## config.mk

```make
export PLATFORM = sky130hd
export DESIGN_NAME = mem_arbiter
export DESIGN_NICKNAME = d
export VERILOG_FILES = /design/src/rtl/mem_arbiter.sv
export SDC_FILE = /design/constraint.sdc
export NUM_CORES = 1
export LEC_CHECK = 0
export ABC_AREA = 1
export CAP_MARGIN = 40
export CORE_ASPECT_RATIO = 1.2
export CORE_UTILIZATION = 43
export CTS_BUF_LIST = sky130_fd_sc_hd__clkbuf_8
export DETAILED_ROUTE_END_ITERATION = 7
export PLACE_DENSITY = 0.92
export SYNTH_ARGS = -nofsm -noshare
export SYNTH_HDL_FRONTEND = slang
export SYNTH_SLANG_ARGS = --single-unit
```

## constraint.sdc

```tcl
create_clock -name clock -period 1.9 [get_ports clock]
set_input_delay 0.475 -clock clock [delete_from_list [all_inputs] [get_ports clock]]
set_output_delay 0.475 -clock clock [all_outputs]
set_load 0.1 [all_outputs]
```

## src/rtl/mem_arbiter.sv

```systemverilog
// Purpose: round-robin sharing of one single-port memory between fetch and data ports.
// Latency: grant in IDLE at t -> strobe at t+1, write valid at t+2, read valid at t+2+MEM_LAT.
// Backpressure: one transaction in flight; a competing request is held off by its own req level.
//
// Ports:
//   clock, reset            rising-edge clock, async active-low reset
//   if_req/if_addr          fetch request (level) and address
//   if_rdata/if_valid       fetched word and one-cycle completion pulse
//   d_req/d_we/d_addr/d_wdata   data request, store select, address, store data
//   d_rdata/d_valid         load data and one-cycle completion pulse
//   mem_addr/mem_wdata/mem_re/mem_we/mem_rdata   memory side, read data MEM_LAT after mem_re
//   busy                    high whenever a transaction is being serviced
module mem_arbiter #(
    parameter int ADDR_W  = 32,
    parameter int DATA_W  = 32,
    parameter int MEM_LAT = 2
) (
    input  logic              clock,
    input  logic              reset,
    input  logic              if_req,
    input  logic [ADDR_W-1:0] if_addr,
    output logic [DATA_W-1:0] if_rdata,
    output logic              if_valid,
    input  logic              d_req,
    input  logic              d_we,
    input  logic [ADDR_W-1:0] d_addr,
    input  logic [DATA_W-1:0] d_wdata,
    output logic [DATA_W-1:0] d_rdata,
    output logic              d_valid,
    output logic [ADDR_W-1:0] mem_addr,
    output logic [DATA_W-1:0] mem_wdata,
    output logic              mem_re,
    output logic              mem_we,
    input  logic [DATA_W-1:0] mem_rdata,
    output logic              busy
);

    typedef enum logic [1:0] {
        IDLE  = 2'd0,
        ISSUE = 2'd1,
        WAIT  = 2'd2,
        DONE  = 2'd3
    } state_t;

    // The wait counter only ever holds MEM_LAT-1 down to 0.
    localparam int CNT_W = (MEM_LAT > 1) ? $clog2(MEM_LAT) : 1;
    localparam logic [CNT_W-1:0] LAT_INIT = CNT_W'(MEM_LAT - 1);

    state_t           state;
    logic [CNT_W-1:0] cnt;
    logic             owner_data;    // 1 = data port owns the current transaction
    logic             is_write;      // current transaction is a store
    logic             rr_last_data;  // 1 = data port was served last
    logic             grant_data;

    // Data wins when it is the only requester, or when both request and
    // fetch was served last. Only feeds registers, never mem_* directly.
    assign grant_data = d_req && (!if_req || !rr_last_data);

    always_ff @(posedge clock or negedge reset) begin
        if (!reset) begin
            state        <= IDLE;
            cnt          <= '0;
            owner_data   <= 1'b0;
            is_write     <= 1'b0;
            rr_last_data <= 1'b0;   // "fetch served last" makes data win the first tie
            mem_addr     <= '0;
            mem_wdata    <= '0;
            mem_re       <= 1'b0;
            mem_we       <= 1'b0;
            if_rdata     <= '0;
            if_valid     <= 1'b0;
            d_rdata      <= '0;
            d_valid      <= 1'b0;
            busy         <= 1'b0;
        end else begin
            // Strobes and completion pulses are single-cycle by default.
            mem_re   <= 1'b0;
            mem_we   <= 1'b0;
            if_valid <= 1'b0;
            d_valid  <= 1'b0;

            case (state)
                IDLE: begin
                    if (if_req || d_req) begin
                        owner_data <= grant_data;
                        is_write   <= grant_data && d_we;
                        mem_addr   <= grant_data ? d_addr : if_addr;
                        // Fetches never write; keep the write bus quiet for them.
                        mem_wdata  <= grant_data ? d_wdata : '0;
                        mem_re     <= !(grant_data && d_we);
                        mem_we     <= grant_data && d_we;
                        busy       <= 1'b1;
                        state      <= ISSUE;
                    end
                end

                ISSUE: begin
                    if (is_write) begin
                        d_valid <= owner_data;
                        if_valid <= 1'b0;
                        state   <= DONE;
                    end else begin
                        cnt   <= LAT_INIT;
                        state <= WAIT;
                    end
                end

                WAIT: begin
                    // cnt reaches zero in the cycle mem_rdata is valid.
                    if (cnt == '0) begin
                        if (owner_data) begin
                            d_rdata <= mem_rdata;
                            d_valid <= 1'b1;
                        end else begin
                            if_rdata <= mem_rdata;
                            if_valid <= 1'b1;
                        end
                        state <= DONE;
                    end else begin
                        cnt <= cnt - CNT_W'(1);
                    end
                end

                DONE: begin
                    rr_last_data <= owner_data;
                    busy         <= 1'b0;
                    state        <= IDLE;
                end

                default: begin
                    busy  <= 1'b0;
                    state <= IDLE;
                end
            endcase
        end
    end

endmodule

```

Yosys cells after proc, flatten, opt, wreduce, memory -nomap -nowiden:

Index checks and enable logic that the tools add are counted.
W data, S select, Z words.

* flip-flop bits (word level): 139
* input bits: 133
* output and inout port bits: 133
* word-level logic and storage cells: 61

* add/subtract/negate cells: 1
* equality and inequality tests: 6
* multiplexer cells: 22
* bitwise gates (word level): 2
* reduce and logical (&&, ||, !) cells: 16

Operators by type and width (number)
* $mux W32: 2
* $mux W1: 14
* $pmux W2 S4: 1
* $reduce_and A2 Y1: 4
* $ne A2 B2 Y1 const B: 3
* $pmux W1 S2: 3
* $reduce_and A3 Y1: 2
* $eq A2 B2 Y1 const B: 2
* $mux W2: 2
* $reduce_bool A2 Y1: 2
* $logic_not A1 Y1: 3
* $eq A2 B1 Y1 const B: 1
* $logic_and A1 B1 Y1: 2
* $logic_not A2 Y1: 1
* $logic_or A1 B1 Y1: 2
* $not A1 Y1: 2
* $sub A1 B1 Y1 const B: 1

Depth between registers and ports, before layout:

Gate-level depths: netlist of run 1.

* depth after elaboration: 7
* mapped depth: 7
* mapped depth without buffers: 7

Least setup slack after synthesis of run 1:

No wires, ideal clock.

* path type: flip-flop to flip-flop
* start: register state[0]
* end: register if_rdata[21]
* library setup time: 0.130 ns
* data arrival time: 1.280 ns
* required time: 1.770 ns
* setup slack: 0.490 ns
* stages on the path, launching flop included: 8
* buffers on the path: 2
* period minus slack after synthesis: 1.410 ns
* cell sequence: dfrtp_1 > inv_1 > ha_1 > nand3_1 > buf_4 > buf_2 > nand2_1 > o21ai_0

* cells in the longest elaborated chain, start to end: 2

Ends and longest elaborated chain
* start, declared: line 49 `state_t state;`
* start signal, assigned: line 62 `state <= IDLE;`
* start signal, assigned: line 94 `state <= ISSUE;`
* start signal, assigned: line 102 `state <= DONE;`
* $eq A2 B2 Y1: line 83 `case (state)`
* $reduce_and A3 Y1 (no line)
* end signal, assigned: line 116 `if_rdata <= mem_rdata;`
* end, declared: line 22 `output logic [DATA_W-1:0] if_rdata,`

Every way passes these cells.
A chain may end at the register's enable or synchronous reset.

Worst setup path in the final report of run 1:

* start: register state[0]
* end: register mem_addr[27]

* cells in the longest elaborated chain, start to end: 2

Ends and longest elaborated chain
* $logic_not A2 Y1: line 83
* $reduce_and A2 Y1 (no line)
* end signal, assigned: line 88 `mem_addr <= grant_data ? d_addr : if_addr;`
* end, declared: line 30 `output logic [ADDR_W-1:0] mem_addr,`

Every way passes these cells.

==> results of run 1 <==
path summary, 6_finish.rpt:
| path | slack [ns] | cells past startpoint | end |
|---|---|---|---|
| worst min register to register | 0.55 | 2 | d_rdata[27]$_DFFE_PN0P_ |
| min in group clock | 0.55 | 2 | d_rdata[27]$_DFFE_PN0P_ |
| worst max register to register | 0.30 | 6 | mem_addr[27]$_DFFE_PN0P_ |
| max in group asynchronous | 0.89 | 3 | if_rdata[10]$_DFFE_PN0P_ |
| worst min-delay path | 0.45 | 2 | mem_wdata[31]$_DFFE_PN0P_ |
| worst max-delay path | 0.30 | 6 | mem_addr[27]$_DFFE_PN0P_ |
flip-flops by register name (all words and copies together) (netlist names):
name,flops
busy,1
cnt,1
d_rdata,32
d_valid,1
if_rdata,32
if_valid,1
is_write,1
mem_addr,32
mem_re,1
mem_wdata,32
mem_we,1
owner_data,1
rr_last_data,1
state,2
per-layer routing:
| layer | share of wire, % | wire length (microns) |
|---|---|---|
| met4 | 4.9 | 937 |
| met1 | 34 | 6590 |
| met2 | 54 | 10300 |
| met3 | 6.7 | 1280 |
| met5 | 0 | 0 |
worst max-delay path, stage by stage (launching register included):
cell     delay (ns)
dfrtp_1        0.43
inv_1          0.12
ha_1           0.19
inv_2          0.09
nor2_4         0.41
nand3_1        0.17
nand2_1        0.11
synth_stat cells, drive strengths merged:
cell type,n,area (sq um)
nor2,4,27.5
dfrtp,139,3480
inv,109,409
o21ai,68,344
clkbuf,10,40.0
nand2,278,1050
a21oi,3,15.0
ha,4,50.1
buf,26,158
nand3,70,355
area by class of cell:
class	instances	area [sq um]	share of cell area, %
well taps	168	210	1.99
multi-input cells	428	1860	17.7
clock buffers	18	248	2.35
inverters	109	409	3.88
flip-flops and latches	139	3480	32.9
repair buffers	284	4220	40.0
clock inverters	14	130	1.23
stage by stage:
step                      setup slack [ns]  std cells  utilization (%)
after floorplan                      0.490        711                -
after global placement             -0.0649       1126             76.1
after detailed placement            -0.192       1126             76.1
after CTS                           0.0610       1159             79.0
after global routing                 0.202       1160             79.1
final                                0.302       1160             79.1
kinds of logic (layout without fill, tap and decap cells):
family	Yosys count	after routing	synth area share, %
DFF	139	139	58.7
and+or+nand+nor	352	353	24.2
AOI/OAI and AO/OA	71	71	6.06
adders and majority gates	4	4	0.845
buffers and inverters	145	425	10.2
repair_timing:
| item | CTS | global route |
|---|---|---|
| endpoints found under the hold margin | 21 | 0 |
| endpoints found under the setup margin | 0 | 23 |
| hold buffers | 1 | 0 |
| resized for setup | 0 | 1 |
==> qor.txt, run 1 <==
Final setup fails - 0
Die width - 109 microns
Starting Density - 44.4%
Final Cycle Share - 84.1%
First-pass GRT wire length - 29900 microns
Post-route antenna net violation count - 0
Worst hold slack - 0.447 ns
Synth Register Bits - 139
Syn nets - 848
CP startpoint kind - flip-flop
Crit. Startpoint - state[0]$_DFFE_PN0P_
Final hold viol count - 0
Routing usage on met3 - 7.49%
Detailed-route DRC error count - 0
Highest-count cells in the layout ignoring fill and taps - nand2_1 (276), buf_12 (140), dfrtp_1 (139)
Final #Nets - 1116
CTS tree - done
Area growth syn-to-layout - 78.2%
Diode count - 0
Core region area - 0.0134 sq mm
Most common cell after layout, fill and taps aside - nand2_1
Clock transition at path regs - 0.08 ns
Die Y - 131 microns
Total of max-cap violations - 0
Drt first pass iters - 5
Synth cell types - 20
Worst hold path type - in -> async
Sequential share of the synthesized area - 58.7%
Final Max Tran Viols - 0
DR WL/cell - 16.5 microns
Total gr overflow - 0
Fillcell total - 774
Die area - 0.0143 sq mm
Total GRT Usage - 27.8%
RSZ-0062 raised after global routing - false
Worst-Margin Slew - 0.509 ns
Worst r2r src - state[0]$_DFFE_PN0P_
Largest net degree at the start of global routing - 66
Setup total negative slack - 0 ns
Share of cells above drive strength 1 - 19.4%
Worst EP arrival - 1.97 ns
Required @ worst endpoint - 2.27 ns
Synthesized area - 0.00593 sq mm
Clock skew - 0.0133 ns
Ports - 266
GPL Wtd Cong - 0.869
# Post-CTS Setup Buffers - 0
CTS max path bufs - 2
Htree depth - 4
Met2 Usage GRT - 50.4%
Status - finished, final reports clean
Post-Syn Instances - 711
Routed wire length - 19100 microns
Final min period - 1.60 ns
# clock sinks - 139
DR iter-0 viols - 368
Max-slew headroom - 66.0%
Root Buffer - clkbuf_8
Crit path max fanout - 17
Clk_lat worst skew - 0.44 ns
Detailed Place HPWL - 14400 microns
Met1 GRT Util - 28.6%
Fmax - 0.626 GHz
Crit. End Element - flip-flop
Placed inst area - 0.0102 sq mm
Post-layout instance area - 0.0106 sq mm
Post-Syn Area per Cell - 8.33 sq um
TritonCTS Buffers - 17
IO Port Bufs - 265
Vias in the first global route - 6038
Vias per cell - 4.97
Gr busiest metal - met2
WS Path Type - reg -> reg
Synth warn - 0
Antenna violations before repair - 0
Vias post-DR - 5762
Site Rows - 46
Power of run 1 is not shown: default switching activity piles up to over one toggle a cycle in this logic, so the estimate is an artifact.
==> run 2, diff against run 1 <==
--- a/config.mk
+++ b/config.mk
@@ -8,10 +8,10 @@
 export ABC_AREA = 1
 export CAP_MARGIN = 40
 export CORE_ASPECT_RATIO = 1.2
-export CORE_UTILIZATION = 43
+export CORE_UTILIZATION = 39
 export CTS_BUF_LIST = sky130_fd_sc_hd__clkbuf_8
 export DETAILED_ROUTE_END_ITERATION = 7
-export PLACE_DENSITY = 0.92
+export PLACE_DENSITY = 0.89
 export SYNTH_ARGS = -nofsm -noshare
 export SYNTH_HDL_FRONTEND = slang
 export SYNTH_SLANG_ARGS = --single-unit
==> constraint.sdc (replaced) <==
create_clock -name clock -period 1.4 [get_ports clock]
set_input_delay 0.35 -clock clock [delete_from_list [all_inputs] [get_ports clock]]
set_output_delay 0.35 -clock clock [all_outputs]
set_load 0.1 [all_outputs]
==> run 2 against run 1 <==
- the flow now finishes with violations (setup timing)
- first-iteration DRC count up 26%
- global-route usage down 1.3 points
- maximum frequency up 7.1%
==> qor.txt, run 2 (synthesis gave the netlist of run 1 again) <==
Total of max-cap violations - 0 (unchanged)
Total gr overflow - 0 (unchanged)
Worst hold slack - 0.369 ns (-0.0781 ns)
Worst EP arrival - 1.80 ns (-0.17 ns)
Crit path max fanout - 64 (+47)
Htree depth - 4 (unchanged)
Final Cycle Share - 107% (+22 points)
Final setup fails - 25 (+25)
Fmax - 0.670 GHz (+7.1%)
DR iter-0 viols - 465 (+26%)
PnR worst setup slack - -0.0916 ns (-0.394 ns)
Status - complete, but fails checks
CTS tree - done
Violated checks - setup timing
Top Metal Used - met4
RSZ-0062 raised after global routing - true
Detailed Place HPWL - 13900 microns (-3.3%)
Clock transition at path regs - 0.09 ns (about the same)
Routed wire length - 22400 microns (+17%)
Final min period - 1.49 ns (-0.106 ns)
Most common cell after layout, fill and taps aside - nand2_1
Met2 WL post-DR - 12200 microns (+18%)
Final Max Tran Viols - 0 (unchanged)
Die Y - 137 microns (+4.9%)
Final hold viol count - 0 (unchanged)
Share of cells above drive strength 1 - 25.5% (+6.2 points)
Site Rows - 49 (+6.5%)
Diode count - 0 (unchanged)
Die width - 115 microns (+4.9%)
Pre-CTS WS - -0.568 ns (-0.375 ns)
Crit. End Element - flip-flop
Starting Density - 39.8% (-4.6 points)
WL met1 - 7990 microns (+21%)
Detailed-route DRC error count - 0 (unchanged)
Die area - 0.0157 sq mm (+10%)
Fillcell total - 857 (+11%)
First-pass GRT wire length - 31900 microns (+6.9%)
# clock sinks - 139 (unchanged)
Max-slew headroom - 74.7% (+8.7 points)
Post-route antenna net violation count - 0 (unchanged)
Final #Nets - 1186 (+6.3%)
Root Buffer - clkbuf_8
Highest-count cells in the layout ignoring fill and taps - nand2_1 (274), buf_12 (146), dfrtp_1 (139)
Vias post-DR - 6290 (+9.2%)
Area growth syn-to-layout - 92.4%
Ports - 266 (unchanged)
GPL Wtd Cong - 0.909 (+4.6%)
Clk_lat worst skew - 0.42 ns (-0.02 ns)
Required @ worst endpoint - 1.71 ns (-0.56 ns)
CTS max path bufs - 2 (unchanged)
IO Port Bufs - 265 (unchanged)
Worst-Margin Slew - 0.379 ns (-0.129 ns)
WS Path Type - reg -> reg
Met3 WL - 1200 microns (-5.9%)
Worst hold path type - in -> async
Vias in the first global route - 6352 (+5.2%)
Total GRT Usage - 26.5% (-1.3 points)
CP startpoint kind - flip-flop
Vias per cell - 4.97 (about the same)
TritonCTS Buffers - 17 (unchanged)
Drt first pass iters - 5 (unchanged)
Clock skew - 0.0149 ns (+0.00162 ns)
Largest net degree at the start of global routing - 65 (-1.5%)
Antenna violations before repair - 0 (unchanged)
DR WL/cell - 17.7 microns (+7.2%)
Core region area - 0.0149 sq mm (+12%)
## run 2: critical path: stages (launching register included)
cell	delay, ns
dfrtp_1	0.40
inv_2	0.09
buf_6	0.11
ha_4	0.16
nand3_2	0.10
buf_12	0.20
o21ai_0	0.28
## run 2: metal layers
layer | vias to the layer above | global-route usage, %
li1 | 2833 | -
met1 | 3046 | 28.3
met2 | 322 | 48.0
met3 | 89 | 6.33
met4 | 0 | 14.6
met5 | - | 0
## run 2: what timing repair did
item	4_1_cts	5_1_grt
hold buffers	1	0
setup buffers	20	40
gates resized for setup	15	30
pin swaps	3	3
endpoints found under the setup margin	158	227
endpoints found under the hold margin	17	0
cloned	4	2
## run 2: metrics by stage
stage	cell area, sq um	setup TNS [ns]	std cells	utilization, %
2_1_floorplan	5930	0	711	-
3_3_place_gp	10300	-27.56	1168	69.1
3_5_place_dp	10300	-30.45	1168	69.1
4_1_cts	11000	-0.624	1225	74.0
5_1_grt	11400	-7.76	1266	76.5
6_report	11400	-0.510	1266	76.5
## run 2: worst paths after layout
| check | start | endpoint | slack, ns | depth (start not counted) |
|---|---|---|---|---|
| max reg2reg | state[0]$_DFFE_PN0P_ | d_rdata[9]$_DFFE_PN0P_ | -0.09 | 6 |
| min in group clock | d_wdata[30] | mem_wdata[30]$_DFFE_PN0P_ | 0.45 | 3 |
| min | reset | mem_wdata[16]$_DFFE_PN0P_ | 0.37 | 2 |
| min reg2reg | mem_wdata[9]$_DFFE_PN0P_ | mem_wdata[9]$_DFFE_PN0P_ | 0.56 | 2 |
| max in group asynchronous | reset | mem_addr[19]$_DFFE_PN0P_ | 0.48 | 3 |
| max | state[0]$_DFFE_PN0P_ | d_rdata[9]$_DFFE_PN0P_ | -0.09 | 6 |
## run 2: layout make-up
type	instances	area, sq um	share of cell area [%]
clock inverter	14	159	1.39
multi-input combinational	428	1910	16.8
timing repair buffer	354	4930	43.3
clock buffer	18	248	2.17
sequential	139	3480	30.5
tap	204	255	2.24
inverter	109	414	3.63
Power of run 2 is left out for the same reason.
